[src/rtl/watermark_pkg.sv]
// Shared state encoding and constants for the difference-expansion watermark embedder.
package watermark_pkg;

    typedef enum logic [2:0] {
        IDLE,
        RD0,
        RD1,
        CALC,
        WR0,
        WR1,
        NEXT,
        DONE
    } state_t;

    localparam int DEF_WIDTH  = 8;
    localparam int DEF_HEIGHT = 8;
    localparam int NUM_PAIRS  = DEF_WIDTH * DEF_HEIGHT / 2;

    localparam logic [9:0] PIX_MAX = 10'd255;

    function automatic int num_pairs(input int width, input int height);
        return width * height / 2;
    endfunction

endpackage

[src/rtl/de_pair_calc.sv]
// Combinational difference-expansion of one pixel pair; shared by embed and extract paths.
module de_pair_calc
    import watermark_pkg::*;
(
    input  logic [7:0] p0,
    input  logic [7:0] p1,
    input  logic       b,
    output logic [7:0] new_p0,
    output logic [7:0] new_p1,
    output logic       embeddable
);

    logic [9:0] a0, a1, hi, lo, d, avg, h, half, up;
    logic [7:0] dn;
    logic       p0_is_hi;

    always_comb begin
        a0       = {2'b00, p0};
        a1       = {2'b00, p1};
        p0_is_hi = (a0 >= a1);
        hi       = p0_is_hi ? a0 : a1;
        lo       = p0_is_hi ? a1 : a0;
        d        = hi - lo;
        avg      = (a0 + a1) >> 1;
        h        = {d[8:0], 1'b0} + {9'b0, b};
        half     = h >> 1;
        up       = avg + ((h + 10'd1) >> 1);
        // dn only matters when half <= avg, so the low byte never wraps in that case
        dn       = avg[7:0] - half[7:0];

        embeddable = (d != 10'd0) && (up <= PIX_MAX) && (half <= avg);
        new_p0     = p0_is_hi ? up[7:0] : dn;
        new_p1     = p0_is_hi ? dn : up[7:0];
    end

endmodule

[src/rtl/watermark_embed_ctrl.sv]
// Walks the frame in horizontal pixel pairs, embedding payload bits by difference expansion.
module watermark_embed_ctrl
    import watermark_pkg::*;
#(
    parameter int WIDTH        = DEF_WIDTH,
    parameter int HEIGHT       = DEF_HEIGHT,
    parameter int PAYLOAD_BITS = 8,
    parameter int ADDR_W       = 6,
    localparam int CNT_W       = $clog2(PAYLOAD_BITS + 1)
) (
    input  logic                    HCLK,
    input  logic                    HRESET,
    input  logic                    start,
    input  logic [PAYLOAD_BITS-1:0] payload,
    output logic                    busy,
    output logic                    done,
    output logic                    complete,
    output logic                    mem_rd_en,
    output logic [ADDR_W-1:0]       mem_rd_addr,
    input  logic [7:0]              mem_rd_data,
    output logic                    mem_wr_en,
    output logic [ADDR_W-1:0]       mem_wr_addr,
    output logic [7:0]              mem_wr_data,
    output logic [CNT_W-1:0]        embed_cnt,
    output logic [ADDR_W-1:0]       skip_cnt
);

    localparam int                PAIRS     = num_pairs(WIDTH, HEIGHT);
    localparam logic [ADDR_W-2:0] LAST_PAIR = (ADDR_W-1)'(PAIRS - 1);
    localparam logic [CNT_W-1:0]  BITS_END  = CNT_W'(PAYLOAD_BITS);

    state_t                  state, state_next;
    logic [ADDR_W-2:0]       k;
    logic [CNT_W-1:0]        bit_idx;
    logic [PAYLOAD_BITS-1:0] payload_q;
    logic [7:0]              p0_q, new_p0_q, new_p1_q;
    logic [7:0]              calc_p0, calc_p1;
    logic                    cur_bit, embeddable, frame_end;

    assign cur_bit   = |(payload_q & (PAYLOAD_BITS'(1) << bit_idx));
    assign frame_end = (bit_idx == BITS_END) || (k == LAST_PAIR);

    // p1 is consumed straight off the read bus in CALC, one cycle after its strobe
    de_pair_calc u_calc (
        .p0         (p0_q),
        .p1         (mem_rd_data),
        .b          (cur_bit),
        .new_p0     (calc_p0),
        .new_p1     (calc_p1),
        .embeddable (embeddable)
    );

    always_ff @(posedge HCLK) begin
        if (HRESET) state <= IDLE;
        else        state <= state_next;
    end

    always_comb begin
        state_next = state;
        case (state)
            IDLE:    if (start) state_next = RD0;
            RD0:     state_next = RD1;
            RD1:     state_next = CALC;
            CALC:    state_next = embeddable ? WR0 : NEXT;
            WR0:     state_next = WR1;
            WR1:     state_next = NEXT;
            NEXT:    state_next = frame_end ? DONE : RD0;
            DONE:    state_next = IDLE;
            default: state_next = IDLE;
        endcase
    end

    always_comb begin
        busy        = (state != IDLE);
        done        = (state == DONE);
        mem_rd_en   = 1'b0;
        mem_rd_addr = '0;
        mem_wr_en   = 1'b0;
        mem_wr_addr = '0;
        mem_wr_data = '0;
        case (state)
            RD0: begin
                mem_rd_en   = 1'b1;
                mem_rd_addr = {k, 1'b0};
            end
            RD1: begin
                mem_rd_en   = 1'b1;
                mem_rd_addr = {k, 1'b1};
            end
            WR0: begin
                mem_wr_en   = 1'b1;
                mem_wr_addr = {k, 1'b0};
                mem_wr_data = new_p0_q;
            end
            WR1: begin
                mem_wr_en   = 1'b1;
                mem_wr_addr = {k, 1'b1};
                mem_wr_data = new_p1_q;
            end
            default: ;
        endcase
    end

    // A rejected pair consumes no bit, so the same bit is retried on the next pair
    always_ff @(posedge HCLK) begin
        if (HRESET) begin
            k         <= '0;
            bit_idx   <= '0;
            embed_cnt <= '0;
            skip_cnt  <= '0;
            complete  <= 1'b0;
            payload_q <= '0;
            p0_q      <= '0;
            new_p0_q  <= '0;
            new_p1_q  <= '0;
        end else begin
            case (state)
                IDLE: begin
                    if (start) begin
                        k         <= '0;
                        bit_idx   <= '0;
                        embed_cnt <= '0;
                        skip_cnt  <= '0;
                        complete  <= 1'b0;
                        payload_q <= payload;
                    end
                end
                RD1:  p0_q <= mem_rd_data;
                CALC: begin
                    if (embeddable) begin
                        new_p0_q  <= calc_p0;
                        new_p1_q  <= calc_p1;
                        embed_cnt <= embed_cnt + 1'b1;
                        bit_idx   <= bit_idx + 1'b1;
                    end else begin
                        skip_cnt  <= skip_cnt + 1'b1;
                    end
                end
                NEXT: begin
                    k <= k + 1'b1;
                    if (frame_end) complete <= (bit_idx == BITS_END);
                end
                default: ;
            endcase
        end
    end

endmodule

[config.mk]
export PLATFORM = sky130hd
export DESIGN_NAME = watermark_embed_ctrl
export DESIGN_NICKNAME = d
export VERILOG_FILES = /design/src/rtl/watermark_pkg.sv /design/src/rtl/de_pair_calc.sv /design/src/rtl/watermark_embed_ctrl.sv
export SDC_FILE = /design/constraint.sdc
export NUM_CORES = 1
export LEC_CHECK = 0
export BUFFER_PORTS_ARGS = -buffer_cell sky130_fd_sc_hd__buf_2
export CORE_MARGIN = 3
export CORE_UTILIZATION = 48
export CTS_CLUSTER_DIAMETER = 60
export DETAILED_ROUTE_END_ITERATION = 12
export PLACE_DENSITY = 0.75
export SYNTH_ARGS = -nofsm -noshare
export SYNTH_HDL_FRONTEND = slang
export SYNTH_SLANG_ARGS = --single-unit
[constraint.sdc]
create_clock -name HCLK -period 5.7 [get_ports HCLK]
set_input_delay 0 -clock HCLK [delete_from_list [all_inputs] [get_ports HCLK]]
set_output_delay 0 -clock HCLK [all_outputs]
set_load 0.02 [all_outputs]
# == Word level (Yosys, flattened, before mapping) ==
# Cells that the tools add are included.
# totals
ff_bits,55
latchBits,0
ramBits,0
rom_bits,0
in_bits,19
out_inout_bits,35
wordCells,81
mem_count,0
# op_classes
addsub,10
mul,0
n_div,0
magnitude_cmp,3
n_eq_ne,13
n_shift,1
muxes,26
bitwise,1
n_reduce_logical,17
# ops
operator,count
$pmux 6 s2,3
$mux 8,4
$pmux 3 s8,1
$pmux 4 s2,2
$pmux 8 s2,1
$eq 3x3->1 const B,4
$mux 4,3
$mux 6,2
$add 10x1->10,1
$add 10x1->10 const B,1
$add 9x9->10,1
$le 10x8->1 const B,1
$pmux 5 s2,1
$reduce_bool 10->1,1
$sub 10x10->10,1
$add 8x8->9,1
$le 9x9->1,1
$reduce_and 3->1,3
$add 4x1->4 const B,2
$and 8x8->8,1
$ge 8x8->1,1
$ne 2x2->1 const B,4
$reduce_or 8->1,1
$shl 1x4->8 const A,1
19 further kinds,29

# == Depth between registers and ports, before layout ==
# Gate-level depths: netlist of the first run.
# logic_depth
depth_word,11
ltp_mapped,27
depth_no_buf,23

# == Cells and area by module ==
# Synthesis of the first run repeated with hierarchy kept, for this count alone.
# unflattened
hier_cells,593
hier_area_um2,4640.7
# by_module_without_submodules
module,instances,cells_per_inst,area_each_um2,seq_area_each_um2
watermark_embed_ctrl,1,313,2623.8,1101.1
de_pair_calc,1,280,2016.9,0.0

# == Worst setup path before layout of the first run ==
# OpenSTA, ideal clock, no wires.
# synth_timing
path_kind,register -> register
start,reg p0_q[0]
end,reg embed_cnt[0]
setup_time_ps,121
t_arrival_ps,5889
required_ps,5579
setup_slack_ps,-310
path_stages_with_launch,24
path_buffers,3
synth_period_minus_slack_ps,6010
cell_sequence,dfxtp_1 inv_1 ha_1 nor2b_1 o21a_1 o31ai_4 clkbuf_1 clkbuf_1 a22oi_1 ha_1 inv_1 nor4_1 xor2_1 ha_1 a21oi_1 o21bai_1 a21oi_1 o21bai_1 or4b_2 or4_4 a31oi_4 nand2_2 buf_6 mux2_4
# synth_via
elab_chain_len,11
word_cells_on_any_way,15
cone_classes,add/sub (5); order compare (3); eq/ne (1); mux (2); reduce/logical (4)
# synth_lines
element,line,source
from (decl),watermark_embed_ctrl.sv:36,"logic [7:0] p0_q, new_p0_q, new_p1_q;"
from (signal assigned),watermark_embed_ctrl.sv:128,RD1: p0_q <= mem_rd_data;
$ge 8x8->1,de_pair_calc.sv:20,p0_is_hi = (a0 >= a1);
$mux 8 (on tied branches),"de_pair_calc.sv:21, de_pair_calc.sv:22",
$sub 10x10->10,de_pair_calc.sv:23,d = hi - lo;
$add 10x1->10,de_pair_calc.sv:25,"h = {d[8:0], 1'b0} + {9'b0, b};"
$add 10x1->10,de_pair_calc.sv:27,up = avg + ((h + 10'd1) >> 1);
$add 9x9->10,de_pair_calc.sv:27,
$le 10x8->1,de_pair_calc.sv:31,embeddable = (d != 10'd0) && (up <= PIX_MAX) && (half <= avg);
$logic_and 1x1->1,de_pair_calc.sv:31,
$logic_and 1x1->1 (*),de_pair_calc.sv:31,
$ne 2x2->1 (no line) (*),n/a,
$reduce_and 3->1 (no line) (*),n/a,
to (signal assigned),watermark_embed_ctrl.sv:133,embed_cnt <= embed_cnt + 1'b1;
to (decl),watermark_embed_ctrl.sv:24,"output logic [CNT_W-1:0] embed_cnt,"
# Mark *: on every way between the ends. The rest lies on a longest branch, timed or not.
# A chain may end at the register's enable or synchronous reset.

# == Worst setup path in the final report of the first run ==
# layout_timing
start,in mem_rd_data[2]
end,reg skip_cnt[5]
# layout_via
elab_chain_len,11
word_cells_on_any_way,15
cone_classes,add/sub (5); order compare (3); eq/ne (1); mux (2); reduce/logical (4)
# layout_lines
element,line,source
from (decl),watermark_embed_ctrl.sv:20,"input logic [7:0] mem_rd_data,"
$ge 8x8->1,de_pair_calc.sv:20,
$mux 8 (on tied branches),"de_pair_calc.sv:21, de_pair_calc.sv:22",
$sub 10x10->10,de_pair_calc.sv:23,
$add 10x1->10,de_pair_calc.sv:25,
$add 10x1->10,de_pair_calc.sv:27,
$add 9x9->10,de_pair_calc.sv:27,
$le 10x8->1,de_pair_calc.sv:31,
$logic_and 1x1->1,de_pair_calc.sv:31,
$logic_and 1x1->1 (*),de_pair_calc.sv:31,
$ne 2x2->1 (no line) (*),n/a,
$reduce_and 3->1 (no line) (*),n/a,
to (signal assigned),watermark_embed_ctrl.sv:136,skip_cnt <= skip_cnt + 1'b1;
to (decl),watermark_embed_ctrl.sv:25,output logic [ADDR_W-1:0] skip_cnt
# Marks and branches as above.

==> reports/results.ini, run 1 <==
[logic_synthesis]
ys_warn_count=0
synth_nets=678
synth_edf_count=0
syn-cell-area_sq_um=4760
avgSynthCellArea_sq_um=7.88
ys.flop_type=dfxtp_1
synth.distinct_cells=67
synth_top_area_cell=dfxtp_1
synth.yosys.seq_area_share=0.231
netlist_instances=605
ys_top_cells_by_area=dfxtp_1, ha_1, a21oi_1
synthArstFlopShare=0
netlist.area_leader.share=0.231
synth-seq-cells=55

[timing]
finalClockSkew_ns=0.00845
setup_viol=0
hold_violations=0
worst_pin_slew_ns=1.09
timing.setup.tns_ns=0
max_freq_mhz=179
finalWorstSetupSlack_ns=0.103
min_period_over_period=0.982
min_period_ns=5.60
slew_headroom=0.273
final_max_slew_viol_count=0

[power_and_ir_drop]
p_per_area_nw_per_um2=272
clockPowerShare=0.148
swShare=0.434
p_int_w=0.000896
power_switching_w=0.000687
peakVddDrop_mv=0.139
power_leakage_nw=2.54
power_frac_seq=0.263
p_comb_frac=0.589

[worst_setup_path]
slowest_stage=or4b_2
critPathKind=in -> reg
end_kind=flip-flop
cp_max_fo=17
worstPathArrival_ns=5.80
cp_common_cell=buf_4
slowest_delay_ns=0.62
startpoint_type=primary input
required_ns=5.91

[min_path]
hp-class=in -> reg

[global_route]
gr-total-overflow=0
grt_use_total=0.215
grt_max_degree=46
grt_first_pass_wirelength_microns=20300
grt_pass1_vias=4382
antenna_found_initial=0

[placed_design]
portBuffers=53
dp_slack_ns=-0.0105
post-dp-hpwl_microns=9000
place_inst=777
gp_congestion=0.975

[route]
num_vias=4651
wl_per_cell_microns=15.6
drtIter0Drc=291
drtPass1Iterations=5
wl_microns=12700
drc=0
ant_nets=0
vias_per_cell=5.71

[floorplan]
die_w_microns=106
core_area_sq_um=9460
io_pins=54
die_area_sq_um=11200
rows=35
start_util=0.504
die_h_microns=106

[cts]
cts.htree.levels=2
cts_inserted_buffers=5
root_buffer=clkbuf_8
clk_pin_slew_worst_paths_ns=0.11
cts_buffer_depth=2
insertion_delay_ns=0.32
cts_tree=built
cts_sinks=55

[finish]
layout-drive-gt1-share=0.216
area_delta_synth_final_pct=21.9
final_common_cell=nor2_1
n_antenna_cell=0
instances_no_fill=814
layout_common_cells=nor2_1, a21oi_1, nand2_1
nNetsFinal=757

[flow_run]
drv_cap=0

[status]
status=finished clean

[per-stage QoR]
step / util / power [W] / hold slack (ns) / area, sq um
6_report: 0.614 / 0.00158 / 0.0181 / 5810
3_5_place_dp: 0.555 / 0.00122 / 0.246 / 5250
3_3_place_gp: 0.555 / 0.00120 / 0.244 / 5250
5_1_grt: 0.614 / 0.00170 / 0.0381 / 5810
4_1_cts: 0.583 / 0.00146 / 0.0195 / 5510
2_1_floorplan: - / 0.00103 / 0.136 / 4820
[what timing repair did]
item / 4_1_cts / 5_1_grt
gates resized for setup: 3 / 31
pin swaps: 0 / 15
endpoints found under the hold margin: 15 / 0
setup endpoints to repair: 3 / 31
buffers inserted: 0 / 11
hold buffers: 15 / 0
cloned: 0 / 3
[worst max-delay path: cells and delay by family]
kind	cells	cell delay (ns)
AND/OR/NAND/NOR	7	1.88
multiplexers	1	0.16
adder cells (fa/ha/maj)	2	0.63
XOR/XNOR	1	0.12
buffers and inverters	9	1.64
AO/OA/AOI/OAI	6	1.35
[worst paths after layout]
| kind | cells after the start | slack, ns | start | endpoint |
|---|---|---|---|---|
| hold reg to reg | 2 | 0.47 | payload_q[3] | payload_q[3] |
| setup reg to reg | 23 | 0.16 | p0_q[2] | skip_cnt[5] |
| hold / removal | 3 | 0.02 | mem_rd_data[1] | p0_q[1] |
| setup / recovery | 26 | 0.10 | mem_rd_data[2] | skip_cnt[5] |
[power groups by stage]
| stage | Clock, W | Sequential, W | Combinational [W] |
|---|---|---|---|
| 5_1_grt | 0.000255 | 0.000420 | 0.00102 |
| 2_1_floorplan | 0 | 0.000417 | 0.000613 |
| 6_report | 0.000234 | 0.000417 | 0.000931 |
| 4_1_cts | 0.000239 | 0.000416 | 0.000808 |
| 3_3_place_gp | 0 | 0.000424 | 0.000778 |
| 3_5_place_dp | 0 | 0.000425 | 0.000791 |
[final cells by class]
cell class                      instances  area (sq um)
Fill cell                             848          3650
Multi-Input combinational cell        476          3540
Sequential cell                        55          1100
Timing Repair Buffer                  104           757
Tap cell                              129           161
Inverter                               42           158
Clock buffer                            6          72.6
Clock inverter                          2          16.3
[synth_stat cells, drive strengths merged (3+ instances only)]
library cell and n:
a21o 3, a21oi 65, a221oi 6, a222oi 3, a311oi 15, and2 6
and3 12, buf 13, clkbuf 19, dfxtp 55, fa 3, ha 51
inv 42, mux2 6, mux2i 20, nand2 57, nand2b 5, nand3 11
nand4 8, nor2 69, nor2b 12, nor3 7, o211ai 9, o21a 3
o21ai 19, o21bai 8, o311ai 6, or2 3, or3 6, or4 6
xnor2 20, xor2 9
[per-layer routing]
metal  up-vias  routed length [microns]  track usage
li1       2315                        -            -
met4         0                      216       0.0546
met1      2180                     5550        0.275
met3        21                      653       0.0263
met5         -                        0            0
met2       135                     6260        0.383
[logic make-up after synthesis]
group	after synthesis	synth area share
flops	55	0.231
xor+xnor	29	0.0533
mux	26	0.0570
simple gates	209	0.212
fa+ha+maj	54	0.147
compound gates	158	0.234
buf+inv	74	0.0662
[flip-flops by register name (all words and copies together) (netlist names)]
signal and count:
embed_cnt 4, k 5, complete 1, new_p1_q 8, new_p0_q 8, state 3
skip_cnt 6, bit_idx 4, payload_q 8, p0_q 8
(Power assumes the default switching activity.)
==> run 2: changes to the inputs <==
--- a/config.mk
+++ b/config.mk
@@ -10,6 +10,7 @@
 export CORE_UTILIZATION = 48
 export CTS_CLUSTER_DIAMETER = 60
 export DETAILED_ROUTE_END_ITERATION = 12
+export MAX_ROUTING_LAYER = met4
 export PLACE_DENSITY = 0.75
 export SYNTH_ARGS = -nofsm -noshare
 export SYNTH_HDL_FRONTEND = slang
==> reports/results.ini, run 2 (synthesis gave the netlist of run 1 again) <==
[status]
status=finished clean  ; unchanged

[route]
drc=0  ; unchanged
wl_microns=12800  ; was 12700 microns
drtPass1Iterations=5  ; unchanged
ant_nets=0  ; unchanged
vias_per_cell=5.73  ; was 5.71
num_vias=4653  ; was 4651
wl_per_cell_microns=15.8  ; was 15.6 microns
drtIter0Drc=263  ; was 291

[power_and_ir_drop]
power_switching_w=0.000688  ; was 0.000687 W
power_frac_seq=0.266  ; was 0.263
clockPowerShare=0.153  ; was 0.148
p_int_w=0.000883  ; was 0.000896 W
peakVddDrop_mv=0.149  ; was 0.139 mV
power_leakage_nw=2.53  ; was 2.54 nW
swShare=0.438  ; was 0.434
p_comb_frac=0.581  ; was 0.589
p_per_area_nw_per_um2=269  ; was 272 nW/um^2

[finish]
instances_no_fill=812  ; was 814
nFillCells=833  ; was 848
layout-drive-gt1-share=0.237  ; was 0.216
nNetsFinal=755  ; was 757
layout_common_cells=nor2_1, a21oi_1, nand2_1  ; unchanged
postLayoutCellArea_sq_um=5850  ; was 5810 sq um
multiInputGateArea_sq_um=3600  ; was 3540 sq um
seq_area_sq_um=1110  ; was 1100 sq um
n_antenna_cell=0  ; unchanged
area_delta_synth_final_pct=22.8  ; was 21.9%
final_common_cell=nor2_1  ; unchanged

[min_path]
min-delay-start=mem_rd_data[1]  ; unchanged
hp-class=in -> reg  ; unchanged
min_to=p0_q[1]  ; unchanged
min_path_cells=3  ; unchanged

[floorplan]
die_h_microns=106  ; unchanged
rows=35  ; unchanged
start_util=0.504  ; unchanged
die_w_microns=106  ; unchanged
die_area_sq_um=11200  ; unchanged
io_pins=54  ; unchanged
core_area_sq_um=9460  ; unchanged

[worst_setup_path]
r2r-end=new_p1_q[0]  ; was skip_cnt[5]
reg2reg_setup_slack_ns=0.29  ; was 0.16 ns
cp_max_fo=8  ; was 17
slowest_stage=or4_4  ; was or4b_2
cp_common_cell=buf_4  ; unchanged
worstPathArrival_ns=5.64  ; was 5.80 ns
r2r-start=p0_q[0]  ; was p0_q[2]
required_ns=5.93  ; was 5.91 ns
startpoint_type=flip-flop  ; was primary input
end_kind=flip-flop  ; unchanged
critPathKind=reg -> reg  ; was in -> reg
slowest_delay_ns=0.53  ; was 0.62 ns
crit_chain=inv_1 > ha_4 > nor2b_2 > o21a_2 > o31ai_4 > buf_4 > mux2i_1 > buf_4 > a221oi_1 > o311ai_4 > nand3_1 > nor2_2 > xnor2_1 > ha_1 > nand2b_1 > or4b_4 > or4_4 > a31oi_4 > clkbuf_16 > a21oi_1 > a311oi_1
r2r_cells=21  ; was 23

[flow_run]
drv_cap=0  ; unchanged

[cts]
cts_buffer_depth=2  ; unchanged
cts_tree=built  ; unchanged
clk_pin_slew_worst_paths_ns=0.11  ; about the same
cts_sinks=55  ; unchanged
root_buffer=clkbuf_8  ; unchanged
cts_inserted_buffers=5  ; unchanged
insertion_delay_ns=0.32  ; about the same
cts.htree.levels=2  ; unchanged

[global_route]
grt_max_degree=46  ; unchanged
grt_pass1_vias=4521  ; was 4382
grt_use_total=0.227  ; was 0.215
gr-total-overflow=0  ; unchanged
antenna_found_initial=0  ; unchanged
grt_first_pass_wirelength_microns=20700  ; was 20300 microns

[timing]
hold_violations=0  ; unchanged
finalClockSkew_ns=0.00774  ; was 0.00845 ns
final_max_slew_viol_count=0  ; unchanged
min_period_over_period=0.949  ; was 0.982
slew_headroom=0.320  ; was 0.273
grt_setup_unrepaired=no
whs_ns=0.0131  ; was 0.0181 ns
max_freq_mhz=185  ; was 179 MHz
setup_viol=0  ; unchanged
timing.setup.tns_ns=0  ; unchanged
min_period_ns=5.41  ; was 5.60 ns
worst_pin_slew_ns=1.02  ; was 1.09 ns

[placed_design]
post-dp-hpwl_microns=9370  ; was 9000 microns
portBuffers=53  ; unchanged
place_inst=779  ; was 777
place_area_sq_um=5270  ; was 5250 sq um
gp_congestion=0.952  ; was 0.975

run 2: worst max path at each step:
| stage | from | endpoint | slack, ns | depth (start not counted) |
|---|---|---|---|---|
| after floorplan | p0_q[0] | embed_cnt[0] | 0.003 | 23 |
| after global placement | p0_q[0] | bit_idx[3] | 0.14 | 22 |
| after detailed placement | p0_q[0] | embed_cnt[2] | 0.01 | 22 |
| after CTS | p0_q[5] | embed_cnt[3] | 0.007 | 21 |
| after global routing | p0_q[0] | new_p1_q[4] | 0.07 | 23 |
| final | p0_q[0] | new_p1_q[0] | 0.29 | 21 |
run 2: area by class of cell:
type / count / share of cell area
Multi-Input combinational cell: 476 / 0.616
Sequential cell: 55 / 0.190
Timing Repair Buffer: 102 / 0.123
Tap cell: 129 / 0.0276
Inverter: 42 / 0.0270
Clock buffer: 5 / 0.0118
Clock inverter: 3 / 0.00471
run 2: routing by layer:
metal | vias to the layer above | track usage | routed length, microns
met5 | - | - | 0
li1 | 2313 | - | -
met4 | 0 | 0.0620 | 217
met2 | 129 | 0.408 | 6560
met3 | 20 | 0.0337 | 621
met1 | 2191 | 0.263 | 5450
run 2: power groups by stage:
stage / registers (W) / clock network [W] / logic (W)
2_1_floorplan: 0.000417 / 0 / 0.000613
3_3_place_gp: 0.000424 / 0 / 0.000783
4_1_cts: 0.000416 / 0.000246 / 0.000821
5_1_grt: 0.000420 / 0.000260 / 0.00100
6_report: 0.000418 / 0.000240 / 0.000913
3_5_place_dp: 0.000425 / 0 / 0.000803
run 2: timing repair:
action | in CTS | in global routing
buffers inserted | 0 | 8
hold endpoints to repair | 15 | 0
hold buffers | 15 | 0
pin swaps | 1 | 22
endpoints found under the setup margin | 12 | 31
resized for setup | 4 | 49
cloned | 0 | 2
run 2: critical path, delay by kind of cell, from the launching register on:
family | cells | cell delay [ns]
mux | 1 | 0.11
flops | 1 | 0.38
compound gates | 7 | 1.99
buf+inv | 4 | 0.66
fa+ha+maj | 2 | 0.62
xor+xnor | 1 | 0.13
simple gates | 6 | 1.41
run 2: metrics by stage:
stage / total power, W / util / setup slack [ns]
6_report: 0.00157 / 0.618 / 0.291
5_1_grt: 0.00168 / 0.618 / 0.0651
4_1_cts: 0.00148 / 0.585 / 0.00728
3_5_place_dp: 0.00123 / 0.557 / 0.00984
3_3_place_gp: 0.00121 / 0.557 / 0.140
2_1_floorplan: 0.00103 / - / 0.00311
